===== src/rtl/uart_pkg.sv =====
// Shared constants and types for the parametrised UART transmit path.
package uart_pkg;

    localparam int unsigned PAR_NONE = 0;
    localparam int unsigned PAR_ODD  = 1;
    localparam int unsigned PAR_EVEN = 2;

    typedef enum logic [2:0] {
        ST_IDLE,
        ST_START,
        ST_DATA,
        ST_PARITY,
        ST_STOP
    } tx_state_e;

    function automatic int unsigned clks_per_bit(input int unsigned clk_hz, input int unsigned baud);
        return clk_hz / baud;
    endfunction

endpackage


===== src/rtl/sync_fifo.sv =====
// Synchronous FIFO with registered full/empty/count and show-ahead read data.
module sync_fifo #(
    parameter int unsigned WIDTH = 8,
    parameter int unsigned DEPTH = 16
) (
    input  logic                     clk,
    input  logic                     rst,
    input  logic                     wr_en,
    input  logic [WIDTH-1:0]         wr_data,
    input  logic                     rd_en,
    output logic [WIDTH-1:0]         rd_data,
    output logic                     full,
    output logic                     empty,
    output logic [$clog2(DEPTH):0]   count
);

    localparam int unsigned AW = $clog2(DEPTH);
    localparam int unsigned CW = AW + 1;

    logic [WIDTH-1:0] mem [DEPTH];
    logic [AW-1:0]    wr_ptr;
    logic [AW-1:0]    rd_ptr;
    logic [CW-1:0]    count_next;
    logic             push;
    logic             pop;

    assign push    = wr_en && !full;
    assign pop     = rd_en && !empty;
    assign rd_data = mem[rd_ptr];

    always_comb begin
        count_next = count;
        if (push && !pop)
            count_next = count + CW'(1);
        else if (!push && pop)
            count_next = count - CW'(1);
    end

    always_ff @(posedge clk) begin
        if (rst) begin
            wr_ptr <= '0;
            rd_ptr <= '0;
            count  <= '0;
            full   <= 1'b0;
            empty  <= 1'b1;
        end else begin
            if (push)
                wr_ptr <= wr_ptr + AW'(1);
            if (pop)
                rd_ptr <= rd_ptr + AW'(1);
            count <= count_next;
            full  <= (count_next == CW'(DEPTH));
            empty <= (count_next == '0);
        end
    end

    // Storage is left unreset so it maps onto plain RAM.
    always_ff @(posedge clk) begin
        if (push)
            mem[wr_ptr] <= wr_data;
    end

endmodule


===== src/rtl/uart_tx_param.sv =====
// UART transmitter with configurable frame format and a transmit FIFO.
module uart_tx_param
    import uart_pkg::*;
#(
    parameter int unsigned CLK_HZ     = 50_000_000,
    parameter int unsigned BAUD       = 115_200,
    parameter int unsigned DATA_BITS  = 8,
    parameter int unsigned PARITY     = 0,
    parameter int unsigned STOP_BITS  = 1,
    parameter int unsigned FIFO_DEPTH = 16
) (
    input  logic                          clk,
    input  logic                          rst,
    input  logic                          wr_en,
    input  logic [DATA_BITS-1:0]          wr_data,
    output logic                          full,
    output logic                          empty,
    output logic [$clog2(FIFO_DEPTH):0]   count,
    output logic                          busy,
    output logic                          overflow,
    output logic                          uart_tx
);

    localparam int unsigned CPB   = clks_per_bit(CLK_HZ, BAUD);
    localparam int unsigned CNT_W = $clog2(CPB);

    tx_state_e            state, state_next;
    logic [CNT_W-1:0]     baud_cnt, baud_next;
    logic [2:0]           bit_cnt, bit_next;
    logic [DATA_BITS-1:0] shift, shift_next, fifo_data;
    logic                 par_acc, par_next;
    logic                 pop, tick, tx_d, busy_d;

    sync_fifo #(
        .WIDTH(DATA_BITS),
        .DEPTH(FIFO_DEPTH)
    ) u_fifo (
        .clk    (clk),
        .rst    (rst),
        .wr_en  (wr_en),
        .wr_data(wr_data),
        .rd_en  (pop),
        .rd_data(fifo_data),
        .full   (full),
        .empty  (empty),
        .count  (count)
    );

    assign tick = (baud_cnt == CNT_W'(CPB - 1));

    always_ff @(posedge clk) begin
        if (rst) begin
            state    <= ST_IDLE;
            baud_cnt <= '0;
            bit_cnt  <= '0;
            shift    <= '0;
            par_acc  <= 1'b0;
            uart_tx  <= 1'b1;
            busy     <= 1'b0;
            overflow <= 1'b0;
        end else begin
            state    <= state_next;
            baud_cnt <= baud_next;
            bit_cnt  <= bit_next;
            shift    <= shift_next;
            par_acc  <= par_next;
            uart_tx  <= tx_d;
            busy     <= busy_d;
            overflow <= overflow | (wr_en & full);
        end
    end

    always_comb begin
        state_next = state;
        baud_next  = baud_cnt + CNT_W'(1);
        bit_next   = bit_cnt;
        shift_next = shift;
        par_next   = par_acc;
        pop        = 1'b0;
        unique case (state)
            ST_IDLE: begin
                baud_next = '0;
                if (!empty) begin
                    pop        = 1'b1;
                    state_next = ST_START;
                    shift_next = fifo_data;
                    par_next   = 1'b0;
                    bit_next   = '0;
                end
            end
            ST_START: begin
                if (tick) begin
                    baud_next  = '0;
                    state_next = ST_DATA;
                end
            end
            ST_DATA: begin
                if (tick) begin
                    baud_next  = '0;
                    par_next   = par_acc ^ shift[0];
                    shift_next = shift >> 1;
                    if (bit_cnt == 3'(DATA_BITS - 1)) begin
                        bit_next = '0;
                        if (PARITY != PAR_NONE)
                            state_next = ST_PARITY;
                        else
                            state_next = ST_STOP;
                    end else begin
                        bit_next = bit_cnt + 3'd1;
                    end
                end
            end
            ST_PARITY: begin
                if (tick) begin
                    baud_next  = '0;
                    state_next = ST_STOP;
                end
            end
            ST_STOP: begin
                if (tick) begin
                    baud_next = '0;
                    if (bit_cnt == 3'(STOP_BITS - 1)) begin
                        bit_next = '0;
                        // Chain straight into the next start bit when data is waiting.
                        if (!empty) begin
                            pop        = 1'b1;
                            state_next = ST_START;
                            shift_next = fifo_data;
                            par_next   = 1'b0;
                        end else begin
                            state_next = ST_IDLE;
                        end
                    end else begin
                        bit_next = bit_cnt + 3'd1;
                    end
                end
            end
            default: state_next = ST_IDLE;
        endcase
    end

    // Line level is decoded from the upcoming state so the output flop switches with the state.
    always_comb begin
        tx_d = 1'b1;
        unique case (state_next)
            ST_START:  tx_d = 1'b0;
            ST_DATA:   tx_d = shift_next[0];
            ST_PARITY: tx_d = (PARITY == PAR_ODD) ? ~par_next : par_next;
            default:   tx_d = 1'b1;
        endcase
        busy_d = (state_next != ST_IDLE);
    end

endmodule


===== config.mk =====
export PLATFORM = sky130hd
export DESIGN_NAME = uart_tx_param
export DESIGN_NICKNAME = d
export VERILOG_FILES = /design/src/rtl/uart_pkg.sv /design/src/rtl/sync_fifo.sv /design/src/rtl/uart_tx_param.sv
export SDC_FILE = /design/constraint.sdc
export NUM_CORES = 1
export LEC_CHECK = 0
export ABC_AREA = 0
export CAP_MARGIN = 5
export CORE_MARGIN = 2
export CORE_UTILIZATION = 40
export DETAILED_ROUTE_END_ITERATION = 10
export PLACE_DENSITY = 0.67
export SLEW_MARGIN = 20
export SYNTH_ARGS = -nofsm -noshare
export SYNTH_HDL_FRONTEND = slang
export SYNTH_SLANG_ARGS = --single-unit

===== constraint.sdc =====
create_clock -name clk -period 7 [get_ports clk]
set_clock_uncertainty 0.15 [all_clocks]
set_input_delay 0.7 -clock clk [delete_from_list [all_inputs] [get_ports clk]]
set_output_delay 0.7 -clock clk [all_outputs]
set_load 0.05 [all_outputs]

==> results of run 1 <==
final cells by class:
cell class / instances / area, um2 / area share (%)
sequential: 174 / 4766 / 58.64
clock buffer: 17 / 425.4 / 5.234
tap: 225 / 281.5 / 3.464
inverter: 9 / 33.78 / 0.4156
clock inverter: 15 / 133.9 / 1.647
multi-input combinational: 267 / 2265 / 27.86
timing repair buffer: 23 / 222.7 / 2.740
cell families (layout without fill, tap and decap cells):
| logic type | Yosys count | count (layout) | synth area share (%) |
|---|---|---|---|
| adder cells (fa/ha/maj) | 13 | 13 | 2.244 |
| AND/OR/NAND/NOR | 138 | 138 | 9.293 |
| XOR/XNOR | 18 | 18 | 2.209 |
| multiplexers | 47 | 47 | 12.38 |
| AO/OA/AOI/OAI | 51 | 51 | 5.330 |
| buffers and inverters | 32 | 64 | 1.771 |
| flip-flops | 174 | 174 | 66.77 |
power groups by stage:
stage | Combinational, mW | Clock, mW | Sequential, mW
5_1_grt | 0.597 | 0.954 | 1.24
3_3_place_gp | 0.535 | 0 | 1.25
2_1_floorplan | 0.347 | 0 | 1.30
3_5_place_dp | 0.544 | 0 | 1.25
4_1_cts | 0.547 | 0.914 | 1.23
6_report | 0.544 | 0.899 | 1.23
cell usage in the layout, fill, tap and decap left out, types with 8 or more instances in the layout:
cell type,count
edfxtp_1,128
nor2_1,59
dfxtp_1,45
mux4_2,33
nand2_1,26
clkdlybuf4s50_1,20
clkbuf_16,17
mux2i_1,14
a21oi_1,13
ha_1,12
xnor2_1,10
inv_1,9
and3_1,8
xor2_1,8
sequential cells by signal, indices dropped and copies added (netlist names), named ones only:
register	cells
baud_cnt	9
bit_cnt	3
busy	1
overflow	1
par_acc	1
shift	8
state	3
u_fifo.count	5
u_fifo.empty	1
u_fifo.full	1
u_fifo.mem	128
u_fifo.rd_ptr	4
u_fifo.wr_ptr	4
uart_tx	1
worst register-to-register path, cell delays in order (launching register included):
cell	delay, ps
dfxtp_1	360
or4b_1	710
o31ai_4	350
nand3_1	190
o32ai_2	300
xnor2_1	190
nor4b_1	260
path summary, 6_finish.rpt:
check	depth (start not counted)	start	slack (ps)	to
max	4	wr_en	4040	u_fifo.mem[7][2]
min reg2reg	1	baud_cnt[0]	320	baud_cnt[0]
max reg2reg	6	baud_cnt[2]	4390	u_fifo.full
min	1	baud_cnt[0]	320	baud_cnt[0]
synth_stat cells (8+ instances only):
cell	count
xor2_1	8
mux4_2	33
nor2_1	59
a21oi_1	13
edfxtp_1	128
xnor2_1	10
nand2_1	26
inv_1	9
mux2i_1	14
clkbuf_1	15
ha_1	12
dfxtp_1	46
and3_1	8
per-stage QoR:
stage | hold slack (ps) | std cells
finish | 317.7 | 730
global route | 352.5 | 730
CTS | 321.6 | 730
detailed placement | 306.3 | 698
global placement | 292.4 | 698
floorplan | 279.5 | 473
per-layer routing:
metal  wire length, um  vias to the layer above
met5                 0                        -
met4               230                        0
li1                  -                     1851
met1              6384                     2045
met3               656                       15
met2              6832                      106
==> impl_metrics.py, run 1 <==
metrics = {
    "yosys": {
        "ys_warn_count": 0,
        "synth_top_area_cell": "edfxtp_1",
        "synth_area_um2": 7136,
        "yosys.cell_types.count": 51,
        "synthCells": 473,
        "synth_edf_count": 128,
        "ys_ff_latch": 174,
        "ys_seq_area_share_pct": 66.77,
        "synth_ff_type": "edfxtp_1",
        "synth.avg_cell_area_um2": 15.09,
        "synthArstFlopShare_pct": 0,
        "synth_top_area_share_pct": 53.87,
        "ys_top_cells_by_area": "edfxtp_1 54%, dfxtp_1 13%, mux4_2 10%, nor2_1 3.1%, ha_1 2.1%",
        "synth_nets": 496,
    },
    "floorplanning": {
        "core_um2": 17360,
        "ioPinCount": 21,
        "die_x_um": 137.6,
        "core.rowCount": 48,
        "die_h_um": 137.6,
        "dieArea_um2": 18920,
        "initial_core_util_pct": 41.11,
    },
    "cells_and_area": {
        "fin_util_pct": 46.83,
        "n_fill_cell": 1450,
        "drive_gt1_share_pct": 15.45,
        "antenna_cells": 0,
        "finish.net_count": 515,
        "area_delta_synth_final_pct": 13.91,
        "final_cell_area_um2": 8128,
    },
    "sta": {
        "fin_crit_sh_pct": 42.31,
        "post-route-min-period_ps": 2962,
        "slew_viol_final": 0,
        "rsz0062_at_grt": "no",
        "fin_tns_setup_ps": 0,
        "setup_viol": 0,
        "worst_pin_slew_ps": 931.2,
        "fin_ws_ps": 4038,
        "hold_viol_final": 0,
        "fmax_mhz": 337.6,
        "relSlewSlack_pct": 37.84,
    },
    "clock_network": {
        "clock_path_buffers": 2,
        "hold_buffers": 0,
        "post_cts.repair.setup_buffers": 0,
        "cts_resized": 0,
        "cts_inserted_buffers": 17,
        "ctsHtreeMaxLevel": 4,
        "cts_root_buf": "clkbuf_16",
        "cts_sinks": 174,
        "worstSkewPairLatency_ps": 420,
        "cts_tree": "yes",
        "clkTransAtPathRegs_ps": 60,
    },
    "pwr": {
        "p_leak_nw": 2.577,
        "worst_ir_drop_vdd_v": 0.0002202,
        "power_density_nw_per_um2": 328.6,
        "p_comb_share_pct": 20.4,
        "switching_share_pct": 29.02,
        "p_sw_uw": 775.1,
        "p_int_mw": 1.896,
        "seq_power_share_pct": 46.0,
        "power_mw": 2.671,
        "clkPwrFrac_pct": 33.7,
    },
    "critical_path": {
        "crit_chain": "clkdlybuf4s50_1 > nor2b_1 > nand2_1 > nor2_1",
        "crit_path_max_incr_delay_ps": 660,
        "crit_fanout": 9,
        "endpoint_kind": "register",
        "crit_slowest_cell": "nor2_1",
        "crit_required_ps": 6900,
        "cp.arrival_ps": 2860,
        "critical-path-top-delay-family": "simple AND/OR/NAND/NOR gates",
        "startpoint_type": "input pin",
        "critPathBufInv": 1,
        "path_class": "in -> reg",
    },
    "global_route": {
        "grt_util_met3_pct": 5.151,
        "track_usage_pct": 16.15,
        "grt_pass1_vias": 4051,
        "gr-total-overflow": 0,
        "grt_pass1_wl_um": 22480,
        "grt_max_degree": 36,
        "antenna_found_initial": 0,
        "grtUsageMet1_pct": 21.35,
        "busiest_layer": "met2",
        "met2_usage_pct": 25.59,
    },
    "run_status": {
        "status": "completed",
    },
    "job": {
        "drv_cap": 0,
    },
    "routing": {
        "totalWireLength_um": 14100,
        "wl_per_cell_um": 19.32,
        "drcViolationCount": 0,
        "viasPerCell": 5.503,
        "antenna_left": 0,
        "drtIter0Drc": 294,
        "drt_pass1_iterations": 6,
        "vias": 4017,
    },
    "place": {
        "post_dp_cell_area_um2": 7548,
        "place.port_buffers": 20,
        "dp_hpwl_um": 9267,
        "dp_slack_ps": 3334,
        "routabilityCongestion": 0.8432,
    },
    "hold_path": {
        "holdCritPathClass": "reg -> reg",
    },
}
No activity file was read; power rests on OpenSTA's default activity.
==> run 2: changes to the inputs <==
- clock period: 7 -> 2.8 ns (I/O delays scaled with it)
==> impl_metrics.py, run 2 (synthesis results as in run 1) <==
metrics = {
    "floorplanning": {
        "die_x_um": 137.6,
        "dieArea_um2": 18920,
        "initial_core_util_pct": 41.11,
        "core.rowCount": 48,
        "ioPinCount": 21,
        "die_h_um": 137.6,
        "core_um2": 17360,
    },
    "routing": {
        "drcViolationCount": 0,
        "vias": 4040,
        "drtIter0Drc": 304,
        "viasPerCell": 5.394,
        "totalWireLength_um": 14170,
        "wl_per_cell_um": 18.92,
        "drt_pass1_iterations": 4,
        "antenna_left": 0,
    },
    "hold_path": {
        "holdCritPathClass": "reg -> reg",
        "hold_path_depth": 1,
    },
    "cells_and_area": {
        "reg.largest.list": "u_fifo.mem (128), baud_cnt (9), shift (8)",
        "finish.net_count": 535,
        "drive_gt1_share_pct": 17.56,
        "mostFrequentLayoutCell": "edfxtp_1",
        "largest_reg_flops": 128,
        "area_delta_synth_final_pct": 16.04,
        "antenna_cells": 0,
        "layout_common_cells": "128 x edfxtp_1, 59 x nor2_1, 45 x dfxtp_1",
        "top_register": "u_fifo.mem",
    },
    "clock_network": {
        "ctsHtreeMaxLevel": 4,
        "post_cts.repair.setup_buffers": 0,
        "cts_tree": "yes",
        "cts_resized": 0,
        "clock_path_buffers": 2,
        "worstSkewPairLatency_ps": 430,
        "cts_root_buf": "clkbuf_16",
        "cts_inserted_buffers": 17,
        "cts_sinks": 174,
        "hold_buffers": 0,
        "clkTransAtPathRegs_ps": 60,
    },
    "global_route": {
        "grt_max_degree": 33,
        "track_usage_pct": 16.24,
        "grt_pass1_wl_um": 22240,
        "grt_pass1_vias": 4084,
        "antenna_found_initial": 0,
        "gr-total-overflow": 0,
    },
    "critical_path": {
        "endpoint_kind": "register",
        "crit_fanout": 6,
        "path_class": "reg -> reg",
        "cp.arrival_ps": 2720,
        "crit_required_ps": 2980,
        "r2r_cells": 6,
        "startpoint_type": "register",
    },
    "pwr": {
        "seq_power_share_pct": 45.4,
        "p_int_mw": 4.851,
        "clkPwrFrac_pct": 33.8,
        "worst_ir_drop_vdd_v": 0.0005496,
        "p_comb_share_pct": 20.8,
        "switching_share_pct": 28.40,
        "p_sw_mw": 1.924,
        "p_leak_nw": 2.668,
        "power_density_nw_per_um2": 818.2,
    },
    "job": {
        "drv_cap": 0,
    },
    "place": {
        "routabilityCongestion": 0.7994,
        "dp_hpwl_um": 9062,
        "place.port_buffers": 20,
    },
    "sta": {
        "setup_viol": 0,
        "slew_viol_final": 0,
        "fin_crit_sh_pct": 90.79,
        "relSlewSlack_pct": 62.02,
        "hold_viol_final": 0,
        "holdWs_ps": 317.6,
        "rsz0062_at_grt": "no",
        "post-route-min-period_ps": 2542,
        "worst_pin_slew_ps": 567.7,
        "fin_tns_setup_ps": 0,
        "fmax_mhz": 393.4,
    },
    "run_status": {
        "status": "completed",
    },
}
-- run 2: changes by cell type in the layout (fill, tap and decap cells not counted), sizes merged --
cell	previous run	this run
inv	15	13
bufinv	1	2
clkinv	5	2
buf	3	23
clkinvlp	3	4
clkbuf	17	19
-- run 2: layout make-up --
cell class	count	area, um2
clock buffer	19	432.9
clock inverter	12	136.4
fill	1456	9076
inverter	9	33.78
multi-input combinational	267	2245
sequential	174	4766
tap	225	281.5
timing repair buffer	43	385.4
-- run 2: power by group through the flow --
stage / Combinational [mW] / Sequential, mW / Clock [mW]
6_report: 1.41 / 3.08 / 2.29
5_1_grt: 1.55 / 3.09 / 2.45
4_1_cts: 1.42 / 3.08 / 2.35
3_5_place_dp: 1.41 / 3.13 / 0
3_3_place_gp: 1.39 / 3.12 / 0
2_1_floorplan: 0.868 / 3.25 / 0
-- run 2: routing by layer --
metal	share of wire, %	wire length [um]	track usage (%)	vias up
met4	2.0	286	5.842	0
met2	50	7077	27.31	100
met3	4.9	697	4.673	23
met5	0	0	0	-
met1	43	6113	20.02	2024
li1	-	-	-	1893
-- run 2: critical path: stages (launching register included) --
cell,delay (ps)
dfxtp_1,360
or4b_1,710
o31ai_4,330
nand3_1,180
o32ai_2,300
xnor2_1,190
nor4b_1,240
-- run 2: final timing paths --
path / slack [ps] / end / start
setup / recovery: 260 / u_fifo.full / baud_cnt[2]
hold / removal: 320 / baud_cnt[0] / baud_cnt[0]
setup reg to reg: 260 / u_fifo.full / baud_cnt[2]
hold reg to reg: 320 / baud_cnt[0] / baud_cnt[0]
-- run 2: through the flow --
stage / setup WS, ps / instance area (um2) / util (%) / std cells / power (mW)
4_1_cts: 233.9 / 8280 / 47.71 / 749 / 6.842
3_3_place_gp: 291.3 / 7711 / 44.43 / 718 / 4.505
2_1_floorplan: 486.4 / 7136 / - / 473 / 4.117
5_1_grt: 91.51 / 8280 / 47.71 / 749 / 7.089
3_5_place_dp: 249.0 / 7711 / 44.43 / 718 / 4.536
6_report: 257.9 / 8280 / 47.71 / 749 / 6.775
==> run 3: changes to the inputs <==
- GPL_TIMING_DRIVEN: default -> 1
==> results of run 3 <==
Same layout as run 2: the final DEF is identical, and so are final timing and power.
